**src/rtl/cmp_pkg.sv**
```systemverilog
// Shared types and defaults for the comparator capture block.
//   cmp_cap_state_t   : capture FSM state encoding
//   CMP_NVOTE_DEFAULT : default decisions per result
//   CMP_CW_DEFAULT    : ones-count width matching the default vote size
package cmp_pkg;

  typedef enum logic [1:0] {
    ZERO  = 2'd0,
    ACCUM = 2'd1,
    HOLD  = 2'd2
  } cmp_cap_state_t;

  localparam int unsigned CMP_NVOTE_DEFAULT = 4;
  localparam int unsigned CMP_CW_DEFAULT    = $clog2(CMP_NVOTE_DEFAULT + 1);

endpackage : cmp_pkg

```
**src/rtl/cmp_sync.sv**
```systemverilog
// Two-flop synchronizer for bringing an asynchronous level into the clk domain.
//   clk   : destination clock
//   reset : synchronous active-high reset, clears both flops to 0
//   d     : asynchronous input
//   q     : synchronized output, 2 cycles after d
module cmp_sync (
  input  logic clk,
  input  logic reset,
  input  logic d,
  output logic q
);

  logic r_meta;
  logic r_sync;

  // Metastability filter chain.
  always_ff @(posedge clk) begin
    if (reset) begin
      r_meta <= 1'b0;
      r_sync <= 1'b0;
    end else begin
      r_meta <= d;
      r_sync <= r_meta;
    end
  end

  assign q = r_sync;

endmodule : cmp_sync

```
**src/rtl/cmp_capture.sv**
```systemverilog
// Captures NVOTE comparator decisions per conversion and presents a majority
// vote plus ones count over a valid/ready handshake.
//   clk, reset        : clock, synchronous active-high reset
//   cmp_p1, cmp_p2    : sequencer evaluate / precharge phases
//   zero              : sequencer zero request (level)
//   sample            : sample strobe, rising edge is a decision event
//   cmp_out           : asynchronous comparator decision
//   result, ones_cnt  : majority decision and number of 1 decisions
//   valid, ready      : result handshake
//   phase_err         : sticky, event seen with cmp_p1 == cmp_p2
//   overrun           : sticky, event seen while holding an unaccepted result
module cmp_capture
  import cmp_pkg::*;
#(
  parameter int unsigned NVOTE = CMP_NVOTE_DEFAULT,
  parameter int unsigned CW    = $clog2(NVOTE + 1)
) (
  input  logic          clk,
  input  logic          reset,
  input  logic          cmp_p1,
  input  logic          cmp_p2,
  input  logic          zero,
  input  logic          sample,
  input  logic          cmp_out,
  output logic          result,
  output logic [CW-1:0] ones_cnt,
  output logic          valid,
  input  logic          ready,
  output logic          phase_err,
  output logic          overrun
);

  cmp_cap_state_t r_state;
  cmp_cap_state_t w_state_nxt;

  logic          r_sample_q;
  logic [CW-1:0] r_acc;
  logic [CW-1:0] r_dec_cnt;
  logic          r_result;
  logic [CW-1:0] r_ones_cnt;
  logic          r_valid;
  logic          r_phase_err;
  logic          r_overrun;

  logic [CW-1:0] w_acc_nxt;
  logic [CW-1:0] w_dec_cnt_nxt;
  logic          w_result_nxt;
  logic [CW-1:0] w_ones_cnt_nxt;
  logic          w_valid_nxt;
  logic          w_phase_err_nxt;
  logic          w_overrun_nxt;

  logic w_cmp_s;
  logic w_event;
  logic w_evt_eval;
  logic w_evt_bad;
  logic w_full;
  logic w_xfer;

  cmp_sync u_sync (
    .clk   (clk),
    .reset (reset),
    .d     (cmp_out),
    .q     (w_cmp_s)
  );

  // Event qualification: rising edge of sample, split by sequencer phase.
  assign w_event    = sample & ~r_sample_q;
  assign w_evt_eval = w_event & cmp_p1 & ~cmp_p2;
  assign w_evt_bad  = w_event & (cmp_p1 == cmp_p2);
  assign w_full     = (r_dec_cnt == CW'(NVOTE));
  assign w_xfer     = r_valid & ready;

  // State and datapath registers.
  always_ff @(posedge clk) begin
    if (reset) begin
      r_state     <= ZERO;
      r_sample_q  <= 1'b0;
      r_acc       <= '0;
      r_dec_cnt   <= '0;
      r_result    <= 1'b0;
      r_ones_cnt  <= '0;
      r_valid     <= 1'b0;
      r_phase_err <= 1'b0;
      r_overrun   <= 1'b0;
    end else begin
      r_state     <= w_state_nxt;
      r_sample_q  <= sample;
      r_acc       <= w_acc_nxt;
      r_dec_cnt   <= w_dec_cnt_nxt;
      r_result    <= w_result_nxt;
      r_ones_cnt  <= w_ones_cnt_nxt;
      r_valid     <= w_valid_nxt;
      r_phase_err <= w_phase_err_nxt;
      r_overrun   <= w_overrun_nxt;
    end
  end

  // Next-state logic. The full window is recognised one cycle after the last
  // event, so the outputs latch from the already-updated accumulator.
  always_comb begin
    w_state_nxt = r_state;
    unique case (r_state)
      ZERO: begin
        if (!zero) w_state_nxt = ACCUM;
      end
      ACCUM: begin
        if (zero)        w_state_nxt = ZERO;
        else if (w_full) w_state_nxt = HOLD;
      end
      HOLD: begin
        // zero is only honoured once the pending result has been taken
        if (w_xfer) w_state_nxt = zero ? ZERO : ACCUM;
      end
      default: w_state_nxt = ZERO;
    endcase
  end

  // Datapath and output next values.
  always_comb begin
    w_acc_nxt       = r_acc;
    w_dec_cnt_nxt   = r_dec_cnt;
    w_result_nxt    = r_result;
    w_ones_cnt_nxt  = r_ones_cnt;
    w_valid_nxt     = r_valid;
    w_phase_err_nxt = r_phase_err | w_evt_bad;
    w_overrun_nxt   = r_overrun;
    unique case (r_state)
      ZERO: begin
        w_acc_nxt     = '0;
        w_dec_cnt_nxt = '0;
      end
      ACCUM: begin
        if (zero) begin
          w_acc_nxt     = '0;
          w_dec_cnt_nxt = '0;
        end else if (w_full) begin
          // strict majority: a tie resolves to 0
          w_result_nxt   = (r_acc > CW'(NVOTE / 2));
          w_ones_cnt_nxt = r_acc;
          w_valid_nxt    = 1'b1;
        end else if (w_evt_eval) begin
          w_dec_cnt_nxt = r_dec_cnt + CW'(1);
          w_acc_nxt     = r_acc + CW'(w_cmp_s);
        end
      end
      HOLD: begin
        // any event here, including one coincident with the transfer, is lost
        w_overrun_nxt = r_overrun | w_event;
        if (w_xfer) begin
          w_valid_nxt   = 1'b0;
          w_acc_nxt     = '0;
          w_dec_cnt_nxt = '0;
        end
      end
      default: begin
        w_acc_nxt     = '0;
        w_dec_cnt_nxt = '0;
        w_valid_nxt   = 1'b0;
      end
    endcase
  end

  assign result    = r_result;
  assign ones_cnt  = r_ones_cnt;
  assign valid     = r_valid;
  assign phase_err = r_phase_err;
  assign overrun   = r_overrun;

endmodule : cmp_capture

```
**config.mk**
```make
export PLATFORM = sky130hd
export DESIGN_NAME = cmp_capture
export DESIGN_NICKNAME = d
export VERILOG_FILES = /design/src/rtl/cmp_pkg.sv /design/src/rtl/cmp_sync.sv /design/src/rtl/cmp_capture.sv
export SDC_FILE = /design/constraint.sdc
export NUM_CORES = 1
export LEC_CHECK = 0
export CAP_MARGIN = 20
export CORE_AREA = 2 2 43 53
export CTS_CLUSTER_SIZE = 28
export DETAILED_ROUTE_END_ITERATION = 8
export DIE_AREA = 0 0 45 55
export PLACE_DENSITY = 0.69
export SYNTH_ARGS = -nofsm -noshare
export SYNTH_HDL_FRONTEND = slang
export SYNTH_HIERARCHICAL = 1
export SYNTH_SLANG_ARGS = --single-unit
```
**constraint.sdc**
```tcl
create_clock -name clk -period 2.9 [get_ports clk]
set_input_delay 0.87 -clock clk [delete_from_list [all_inputs] [get_ports clk]]
set_output_delay 0.87 -clock clk [all_outputs]
set_load 0.05 [all_outputs]
```
# Yosys cells after proc, flatten, opt, wreduce, memory -nomap -nowiden
# Index checks and enable logic that the tools add are counted.
word_totals:
  reg_bits: 18
  input_bits: 8
  word_cells: 60
classes:
  n_addsub: 2
  n_lt_le_gt_ge: 1
  n_eq_ne: 11
  n_mux: 19
  bitwise: 11
  reduce_logical: 5
ops:
  columns: ["cell", "count"]
  rows:
  - ["2-to-1 mux 3 bit", 7]
  - ["case mux 3 bit (2 select lines)", 2]
  - ["inequality test 3 bit (second input constant)", 3]
  - ["AND reduction 3 bit", 3]
  - ["2-to-1 mux 2 bit", 4]
  - ["inequality test 2 bit (second input constant)", 4]
  - ["case mux 2 bit (3 select lines)", 1]
  - ["AND 1 bit", 5]
  - ["2-to-1 mux 1 bit", 4]
  - ["inverter 1 bit", 4]
  - ["AND reduction 4 bit", 1]
  - ["adder 3 x 1 -> 3 bit", 1]
  - ["adder 3 x 1 -> 3 bit (second input constant)", 1]
  - ["== test 3 bit (second input constant)", 1]
  - ["> comparator 3 x 2 -> 1 bit (second input constant)", 1]
  - ["case mux 1 bit (3 select lines)", 1]
  - ["== test 2 x 1 -> 1 bit (second input constant)", 1]
  - ["== test 2 bit (second input constant)", 1]
  - ["logical NOT 2 bit", 1]
  - ["OR 1 bit", 2]
  - ["== test 1 bit", 1]

# Longest topological paths before layout
depth:
  word_depth: 8
  mapped_depth: 6

# Cells and area by module
# The synthesis kept the hierarchy.
by_module_without_submodules:
  columns: ["module", "n_inst", "cells_per_inst", "area_each_um2"]
  rows:
  - ["cmp_capture", 1, 71, 706.9]
  - ["cmp_sync", 1, 4, 52.6]

# Worst setup path after synthesis
# Ideal clock, no wire load.
synth_path:
  kind: "input -> register"
  startpoint: "in cmp_p2"
  endpoint: "reg r_dec_cnt[0]"
  setup_ps: 121
  arrival_time_ps: 1612
  required_time_ps: 2779
  setup_slack_ps: 1168
  path_stages: 4
  path_cell_list: "and4bb_1 -> and2_4 -> and2_4 -> mux2_2"
synth_between:
  elab_chain_len: 4
synth_rtl:
  columns: ["item", "line", "source"]
  rows:
  - ["start, declared", "cmp_capture.sv:21", "input logic cmp_p2,"]
  - ["inverter 1 bit", "cmp_capture.sv:69", "assign w_evt_eval = w_event & cmp_p1 & ~cmp_p2;"]
  - ["AND 1 bit", "cmp_capture.sv:69", null]
  - ["inequality test 3 bit (no line)", null, null]
  - ["AND reduction 3 bit (no line)", null, null]
  - ["end signal, assigned", "cmp_capture.sv:90", "r_dec_cnt <= w_dec_cnt_nxt;"]
  - ["end, declared", "cmp_capture.sv:38", "logic [CW-1:0] r_dec_cnt;"]
# No other way between the ends.
# A chain may end at the register's enable or synchronous reset.

# Worst setup path after layout
layout_path:
  startpoint: "reg r_overrun (netlist: overrun)"
  endpoint: "out overrun"
layout_rtl:
  columns: ["item", "line", "source"]
  rows:
  - ["start, declared", "cmp_capture.sv:43", "logic r_overrun;"]
  - ["start signal, assigned", "cmp_capture.sv:95", "r_overrun <= w_overrun_nxt;"]
  - ["end, declared", "cmp_capture.sv:30", "output logic overrun"]
# No word-level cell between the ends.

==> results.yml <==
run_status:
  outcome: "finished, final reports clean"
synthesis:
  synth.distinct_cells: 29
  synthCells: 75
  syn_avg_cell_area_um2: 10.1
  synth_nets: 87
  ys.warnings.count: 6
  netlist_area_um2: 759
  synth_seq_cells: 18
  synth-seq-area-share_pct: 47.4
global_routing:
  grt_max_degree: 11
  antenna_found_initial: 0
  grt_pass1_vias: 549
  grt-ovfl-total: 0
  grt_usage_pct: 13.5
  grt_pass1_wl_um: 2340
layout:
  drive_above_1_share_pct: 12.9
  regArea_um2: 360
  layout_commonest_cell: "dfxtp_1"
  design_area_um2: 963
  fillers: 182
  multiInputGateArea_um2: 387
  final_cell_mix: "dfxtp_1, clkdlybuf4s50_1, nor2_1"
  diodes: 0
  synthToLayoutAreaGrowth_pct: 26.9
  final_util_pct: 48.6
  num-nets-final: 106
sta:
  period_share_pct: 80.2
  slew_headroom_pct: 66.2
  rsz0062_at_grt: "no"
  min_period_ns: 2.33
  setup_viol: 0
  worst_slew_pin_slew_ns: 0.506
  fmax_ghz: 0.430
  tns_ns: 0
  hold_viol_final: 0
  clock_skew_ns: 0.00434
  whs_ns: 0.447
  report.final.slew_viol_count: 0
floorplan:
  initial_core_util_pct: 38.3
  core_mm2: 0.00198
  dieArea_mm2: 0.00248
  fp-row-count: 18
  io_pins: 15
  die_w_um: 45
  die-height_um: 55
clock_network:
  ctsHtreeMaxLevel: 1
  hold_buffers: 0
  cts_buffers: 3
  root_buffer: "clkbuf_4"
  clk_pin_slew_ns: 0.10
  cts.repair.resized: 0
  clockBufferDepth: 2
  clock_latency_ns: 0.29
  cts_sinks: 18
  cts_setup_buffers: 0
  cts_tree: "built"
route:
  route.detailed.drc: 0
  wl_um: 1360
  ant_nets: 0
  drt_iter0_markers: 5
  vias_per_cell: 5.12
  vias: 579
  firstDrtPassIters: 2
  wl_per_cell_um: 12.1
placement:
  gp_congestion: 0.749
  numPortBuffers: 14
  dpl.hpwl_um: 1050
  place_area_um2: 927
worst_setup_path:
  critPathKind: "reg -> out"
  crit_path_top_delay_cell: "clkdlybuf4s50_1"
  critPathMaxStageDelay_ns: 0.81
  worstPathRequired_ns: 2.03
  worstPathCellList: "clkdlybuf4s50_1"
  endpoint_kind: "output pin"
  critPathTopFamily: "buffers and inverters"
  path_max_fanout: 2
  crit_arrival_ns: 1.46
  start_kind: "register"
  path_buf_inv: 1
pwr:
  p_leak_nw: 0.381
  power_density_mw_per_mm2: 456
  ir_drop_mv: 0.215
job:
  drv_cap: 0
worst_hold_path:
  hold_class: "reg -> reg"
==> cell type report <==
class | count | area share (%)
flip-flops and latches | 18 | 37.4
repair buffers | 15 | 15.3
clock buffers | 4 | 3.77
inverters | 2 | 0.779
multi-input cells | 54 | 40.1
well taps | 20 | 2.60
==> final timing paths <==
kind,start,end,slack [ns],depth (start not counted)
max,overrun$_SDFFE_PP0N_,overrun,0.57,1
min,u_sync/r_meta$_SDFF_PP0_,u_sync/q$_SDFF_PP0_,0.45,1
max reg2reg,r_dec_cnt[0]$_SDFFE_PP0P_,r_dec_cnt[2]$_SDFFE_PP0P_,1.45,6
min reg2reg,u_sync/r_meta$_SDFF_PP0_,u_sync/q$_SDFF_PP0_,0.45,1
==> state kept, by name, summed over array words and instances, names as in the netlist, 2 cells and up <==
name and count:
ones_cnt 3, r_acc 3, r_dec_cnt 3, r_state 2
==> cell families after synthesis <==
logic type / after synthesis / synth area share [%]
mux: 4 / 5.44
fa+ha+maj: 4 / 6.59
xor+xnor: 1 / 1.15
simple gates: 29 / 23.1
flops: 18 / 47.4
compound gates: 16 / 14.7
buf+inv: 3 / 1.65
==> metal layers <==
layer / wire length [µm] / GRT usage [%]
met3: 43 / 4.22
met4: 10 / 8.82
met2: 678 / 21.7
met1: 630 / 15.4
met5: 0 / 0
==> Yosys cell counts <==
| cell type | number | area (µm²) |
|---|---|---|
| nand3b_1 | 1 | 7.51 |
| dfxtp_1 | 18 | 360 |
| and2_0 | 1 | 6.26 |
| and3_1 | 2 | 12.5 |
| o21ai_0 | 2 | 10.0 |
| buf_2 | 1 | 5.00 |
| and2_4 | 2 | 17.5 |
| nor3_4 | 1 | 16.3 |
| nor2_1 | 8 | 30.0 |
| nand2b_1 | 2 | 12.5 |
| ha_1 | 4 | 50.1 |
| nand3_1 | 1 | 5.00 |
| nand2_1 | 2 | 7.51 |
| mux2_2 | 1 | 11.3 |
| a211o_1 | 1 | 8.76 |
| a21o_1 | 1 | 7.51 |
| o21ai_2 | 1 | 8.76 |
| o21ba_2 | 1 | 10.0 |
| mux2i_1 | 3 | 30.0 |
| inv_1 | 2 | 7.51 |
| a31oi_1 | 2 | 12.5 |
| a22o_1 | 3 | 26.3 |
| nor2b_1 | 5 | 31.3 |
| nand2_2 | 1 | 6.26 |
| nor3_1 | 2 | 10.0 |
| and4bb_1 | 1 | 12.5 |
| xnor2_1 | 1 | 8.76 |
| a211oi_1 | 1 | 7.51 |
| a21oi_1 | 4 | 20.0 |
==> metrics by stage <==
stage                     std cells  total power [mW]  worst slack, ns
after floorplan                  75             0.275             1.17
after global placement          109             0.291            0.634
after detailed placement        109             0.292            0.622
after CTS                       113             0.449            0.549
after global routing            113             0.464            0.509
final                           113             0.439            0.575
==> power by group <==
group	switching, mW	internal [mW]
clock network	0.0764	0.0765
registers	0.00198	0.251
logic	0.0159	0.0174
total	0.0942	0.345
Power figures use the tool's default switching activity.
